==> src/rtl/mem_port_arbiter.sv <==
// Shares one Ram port between instruction fetch (IF) and load/store (LS), round-robin on ties.
// Optional misaligned-address trap: define MEM_ARB_ALIGN_CHECK_EN to add if_err / ls_err.
//
// state  | meaning
// -------+----------------------------------------------------------------
// S_IDLE | sample requests, pick a winner, latch its access
// S_BUSY | Ram access in flight for MEM_LAT cycles; gnt/write strobe in first cycle
// S_RESP | winner's valid pulse; a stale req is never re-accepted here
module mem_port_arbiter #(
  parameter int MEM_LAT = 1,
  parameter int ADDR_W  = 32
) (
  input  logic              clk,
  input  logic              rst,
  input  logic              if_req,
  input  logic [ADDR_W-1:0] if_addr,
  output logic              if_gnt,
  output logic              if_valid,
  output logic [31:0]       if_rdata,
  input  logic              ls_req,
  input  logic              ls_we,
  input  logic [ADDR_W-1:0] ls_addr,
  input  logic [31:0]       ls_wdata,
  output logic              ls_gnt,
  output logic              ls_valid,
  output logic [31:0]       ls_rdata,
`ifdef MEM_ARB_ALIGN_CHECK_EN
  output logic              if_err,
  output logic              ls_err,
`endif
  output logic              write_enable,
  output logic [ADDR_W-1:0] mem_addr_bus,
  output logic [31:0]       bus_to_mem_32,
  input  logic [31:0]       bus_from_mem_32
);

  localparam int CNT_W = 3;

  typedef enum logic [1:0] {
    S_IDLE = 2'd0,
    S_BUSY = 2'd1,
    S_RESP = 2'd2
  } state_t;

  state_t            state_q, state_d;
  logic [CNT_W-1:0]  cnt_q, cnt_d;
  logic              take, busy_last;

  logic [ADDR_W-1:0] addr_q;
  logic [31:0]       wdata_q;
  logic              we_q;
  logic              win_ls_q;
  logic              last_ls_q;

  logic              pick_ls;
  logic [ADDR_W-1:0] sel_addr;

  // LS wins when alone, or on a tie when IF was served last
  assign pick_ls  = ls_req & (~if_req | ~last_ls_q);
  assign sel_addr = pick_ls ? ls_addr : if_addr;

`ifdef MEM_ARB_ALIGN_CHECK_EN
  logic sel_mis;
  logic mis_q;
  assign sel_mis = (sel_addr[1:0] != 2'b00);
`endif

  always_ff @(posedge clk or posedge rst) begin
    if (rst) begin
      state_q <= S_IDLE;
      cnt_q   <= '0;
    end else begin
      state_q <= state_d;
      cnt_q   <= cnt_d;
    end
  end

  // Busy timer counts down from MEM_LAT-1; terminal count at zero
  always_comb begin
    state_d   = state_q;
    cnt_d     = cnt_q;
    take      = 1'b0;
    busy_last = 1'b0;
    case (state_q)
      S_IDLE: begin
        if (if_req | ls_req) begin
          take    = 1'b1;
          cnt_d   = CNT_W'(MEM_LAT - 1);
          state_d = S_BUSY;
`ifdef MEM_ARB_ALIGN_CHECK_EN
          if (sel_mis) state_d = S_RESP;
`endif
        end
      end
      S_BUSY: begin
        if (cnt_q == '0) begin
          busy_last = 1'b1;
          state_d   = S_RESP;
        end else begin
          cnt_d = cnt_q - 1'b1;
        end
      end
      S_RESP:  state_d = S_IDLE;
      default: state_d = S_IDLE;
    endcase
  end

  always_ff @(posedge clk or posedge rst) begin
    if (rst) begin
      addr_q       <= '0;
      wdata_q      <= '0;
      we_q         <= 1'b0;
      win_ls_q     <= 1'b0;
      last_ls_q    <= 1'b1;
      if_gnt       <= 1'b0;
      ls_gnt       <= 1'b0;
      if_valid     <= 1'b0;
      ls_valid     <= 1'b0;
      write_enable <= 1'b0;
      if_rdata     <= '0;
      ls_rdata     <= '0;
`ifdef MEM_ARB_ALIGN_CHECK_EN
      if_err       <= 1'b0;
      ls_err       <= 1'b0;
      mis_q        <= 1'b0;
`endif
    end else begin
      if_gnt       <= 1'b0;
      ls_gnt       <= 1'b0;
      if_valid     <= 1'b0;
      ls_valid     <= 1'b0;
      write_enable <= 1'b0;
`ifdef MEM_ARB_ALIGN_CHECK_EN
      if_err       <= 1'b0;
      ls_err       <= 1'b0;
`endif
      if (take) begin
        addr_q    <= sel_addr;
        wdata_q   <= pick_ls ? ls_wdata : 32'h0;
        we_q      <= pick_ls & ls_we;
        win_ls_q  <= pick_ls;
        last_ls_q <= pick_ls;
        if_gnt    <= ~pick_ls;
        ls_gnt    <= pick_ls;
`ifdef MEM_ARB_ALIGN_CHECK_EN
        write_enable <= pick_ls & ls_we & ~sel_mis;
        mis_q        <= sel_mis;
`else
        write_enable <= pick_ls & ls_we;
`endif
      end
      if (busy_last) begin
        if_valid <= ~win_ls_q;
        ls_valid <= win_ls_q;
        if (!we_q) begin
          if (win_ls_q) ls_rdata <= bus_from_mem_32;
          else          if_rdata <= bus_from_mem_32;
        end
      end
`ifdef MEM_ARB_ALIGN_CHECK_EN
      // Trapped access: gnt shows during RESP, valid/err follow one cycle later
      if (state_q == S_RESP && mis_q) begin
        mis_q    <= 1'b0;
        if_valid <= ~win_ls_q;
        ls_valid <= win_ls_q;
        if_err   <= ~win_ls_q;
        ls_err   <= win_ls_q;
        if (win_ls_q) ls_rdata <= '0;
        else          if_rdata <= '0;
      end
`endif
    end
  end

  assign mem_addr_bus  = (state_q == S_BUSY) ? addr_q  : '0;
  assign bus_to_mem_32 = (state_q == S_BUSY) ? wdata_q : '0;

endmodule

==> config.mk <==
export PLATFORM = sky130hd
export DESIGN_NAME = mem_port_arbiter
export DESIGN_NICKNAME = d
export VERILOG_FILES = /design/src/rtl/mem_port_arbiter.sv
export SDC_FILE = /design/constraint.sdc
export NUM_CORES = 1
export LEC_CHECK = 0
export CAP_MARGIN = 20
export CORE_MARGIN = 4
export CORE_UTILIZATION = 45
export CTS_BUF_LIST = sky130_fd_sc_hd__clkbuf_16
export DETAILED_ROUTE_END_ITERATION = 10
export GPL_TIMING_DRIVEN = 0
export HOLD_SLACK_MARGIN = 0.1
export PLACE_DENSITY_LB_ADDON = 0.08
export RECOVER_POWER = 25
export SYNTH_ARGS = -nofsm -noshare
export SYNTH_HDL_FRONTEND = slang
export SYNTH_SLANG_ARGS = --single-unit
==> constraint.sdc <==
create_clock -name clk -period 13.45 [get_ports clk]
set_input_delay 2.69 -clock clk [delete_from_list [all_inputs] [get_ports clk]]
set_output_delay 2.69 -clock clk [all_outputs]
set_load 0.02 [all_outputs]
==> results.json <==
{
  "cts_tree": "yes",
  "final-seq-area_um2": 3530,
  "worst-endpoint-required_ps": 10760,
  "flip_flop_and_latch_count_after_synthesis": 141,
  "finalMaxSlewViolations": 67,
  "critPathKind": "reg -> out",
  "final_routed_wirelength_um": 16700,
  "layout_worst_path_cycle_share_pct": 39.5,
  "cts_buffer_depth": 2,
  "initial_utilization_pct": 46.7,
  "comb_power_share_pct": 48.7,
  "multi_input_area_um2": 2240,
  "timing.hold.worst.class": "reg -> reg",
  "postLayoutCellArea_um2": 9480,
  "tightestPinTransition_ps": 2990,
  "cts_repair_resizes": 0,
  "hold_buffers": 0,
  "clock-root-buffer": "clkbuf_16",
  "total_cell_area_at_the_placement_stage_um2": 8920,
  "fp-row-count": 41,
  "hpwl_um": 12400,
  "worstPathCellList": "nor2b_1 > clkbuf_1 > clkbuf_1 > and2_1 > clkdlybuf4s50_1",
  "floorplan.die.width_um": 124,
  "globalRoute.totalOverflow": 0,
  "maxCapViolCount": 1,
  "drt_pre_antenna_iters": 4,
  "ant_nets": 0,
  "count_of_unique_library_cells_instantiated_by_yosys": 32,
  "postSynthNetCount": 567,
  "floorplan.io_pins": 266,
  "cts-htree-levels": 4,
  "post-synth-top-area-fraction_pct": 58.2,
  "post-route-min-period_ps": 5310,
  "synthArstFlopShare_pct": 100,
  "powerDensity_nw_per_um2": 254,
  "synth.most_common_cell": "dfrtp_1",
  "gp_congestion": 0.767,
  "synth_top_area_cell": "dfrtp_1",
  "clockPowerShare_pct": 20.2,
  "grt_util_all_layers_pct": 22.4,
  "failed_checks": "max-capacitance violations, max-slew violations",
  "core_region_area_um2": 12900,
  "area_growth_pct": 57.5,
  "drt_iter0_drc": 208,
  "numCtsBuffers": 17,
  "final.setup.tns_ps": 0,
  "cts.sink_count": 141,
  "total_switching_power_uw": 832,
  "clk_pin_slew_worst_paths_ps": 60,
  "synthesis.yosys.warnings": 0,
  "drcViolationCount": 0,
  "slew_headroom_pct": -101,
  "post_route_cells_drive_above_1_share_pct": 13.4,
  "syn_avg_cell_area_um2": 13.9,
  "die-area_um2": 15300,
  "cell_leakage_power_nw": 4.15,
  "vdd_ir_drop_max_v": 0.000123,
  "syn_inst": 432,
  "timing.final.setup_violations": 0,
  "synth_enable_flop_cells": 0,
  "grt_max_degree": 76,
  "p_total_mw": 2.41,
  "fillCellCount": 884,
  "sequential_cell_area_fraction_in_the_yosys_report_pct": 58.6,
  "antenna_violations_before_repair": 0,
  "cts_setup_buffers": 0,
  "routed-via-count": 4659,
  "crit_path_end_kind": "output pin",
  "wl_per_cell_um": 18.6,
  "most_used_flip_flop_cell_after_synthesis": "dfrtp_1",
  "rsz0062_at_grt": "no",
  "internal_power_mw": 1.58,
  "die_y_um": 124,
  "power_share_of_the_sequential_group_pct": 31.0,
  "critPathArrivalTime_ps": 2620,
  "power.share.switching_pct": 34.5,
  "diodes": 0,
  "grt_pass1_vias": 5111,
  "crit_slowest_cell": "clkdlybuf4s50_1",
  "final-hold-violation-count": 0,
  "clock.fmax_ghz": 0.188,
  "status": "finished with violations",
  "most_common_cell_type_on_the_critical_path": "clkbuf_1",
  "port_buffers": 265,
  "finish.net_count": 852,
  "critical_path.startpoint_type": "register",
  "wire_length_of_the_first_global_routing_pass_um": 26000,
  "cp_slowest_stage_delay_ps": 620,
  "fin_skew_ps": 9.14,
  "post_synth_instance_area_um2": 6020,
  "netlist_top_cells_area": "dfrtp_1, mux2_4, and2_1",
  "via_per_inst": 5.17,
  "critical_path_peak_fanout": 10,
  "synth_commonest_cells": "dfrtp_1, and2_1, a22o_1",
  "worst_skew_pair.late_latency_ps": 420
}
[power by group through the flow]
stage,Clock (mW),Combinational [mW],Sequential (mW)
after global routing,0.513,1.26,0.772
after CTS,0.496,1.21,0.749
after detailed placement,0,1.21,0.751
after global placement,0,1.18,0.738
final,0.488,1.18,0.749
after floorplan,0,0.572,0.857
[flip-flops by register name (all words and copies together), names as in the netlist]
register      count
addr_q           32
cnt_q             3
if_gnt            1
if_rdata         32
if_valid          1
last_ls_q         1
ls_gnt            1
ls_rdata         32
ls_valid          1
state_q           2
wdata_q          32
we_q              1
win_ls_q          1
write_enable      1
[worst max-delay path, delay by kind of cell, from the launching register on]
family	cells	cell delay, ps
flops	1	420
simple gates	2	470
buf+inv	3	1310
[cell families after synthesis]
| logic type | count (synthesis) | synth area share (%) |
|---|---|---|
| adders and majority gates | 2 | 0.416 |
| AOI/OAI and AO/OA | 103 | 14.8 |
| muxes | 65 | 14.0 |
| and+or+nand+nor | 83 | 8.82 |
| buffers and inverters | 38 | 3.26 |
| DFF | 141 | 58.6 |
[metrics by stage]
step | setup WS, ps | instances | utilization [%] | hold slack, ps
6_report | 8140 | 901 | 73.6 | 495
5_1_grt | 7920 | 901 | 73.6 | 506
4_1_cts | 8080 | 901 | 74.0 | 500
3_5_place_dp | 8560 | 870 | 69.3 | 483
3_3_place_gp | 5190 | 869 | 69.0 | 461
2_1_floorplan | 6980 | 432 | - | 451
[routing by layer]
metal  routed length [um]  part of all wire (%)  track usage [%]
met5                    0                     0                0
met4                  394                   2.4             9.34
met3                 1610                   9.6             9.04
met2                 8380                    50             37.9
met1                 6340                    38             25.0
[path summary, 6_finish.rpt]
| check | start | endpoint | slack, ps | depth (start not counted) |
|---|---|---|---|---|
| max | state_q[1]$_DFFE_PP0P_ | mem_addr_bus[22] | 8140 | 5 |
| min | wdata_q[31]$_DFFE_PP0P_ | wdata_q[31]$_DFFE_PP0P_ | 490 | 1 |
| max reg2reg | cnt_q[0]$_DFFE_PP0P_ | if_rdata[13]$_DFFE_PP0P_ | 11620 | 6 |
| min reg2reg | wdata_q[31]$_DFFE_PP0P_ | wdata_q[31]$_DFFE_PP0P_ | 490 | 1 |
| max in group asynchronous | rst | wdata_q[13]$_DFFE_PP0P_ | 8510 | 2 |
| min in group asynchronous | rst | if_rdata[18]$_DFFE_PP0P_ | 3580 | 2 |
[final cells by class]
cell class                 instances  area share (%)
sequential                       141            37.2
tap                              172            2.27
inverter                           3           0.132
clock buffer                      17            4.49
multi-input combinational        253            23.7
timing repair buffer             266            28.3
buffer                            35            1.95
clock inverter                    14            1.97
[cell usage in the layout (no fill, tap or decap), drive strengths merged, types with 2 or more instances in the layout]
master / n
a21o: 2
a221o: 32
a22o: 33
and2: 66
and3: 2
buf: 21
bufinv: 5
clkbuf: 32
clkdlybuf4s50: 232
clkinv: 4
dfrtp: 140
dlygate4sd3: 33
ha: 2
inv: 7
mux2: 64
nand2: 3
nand2b: 2
nand3b: 2
nor2: 3
nor2b: 2
o21a: 32
Note: power is estimated with default switching activity, not from simulation.
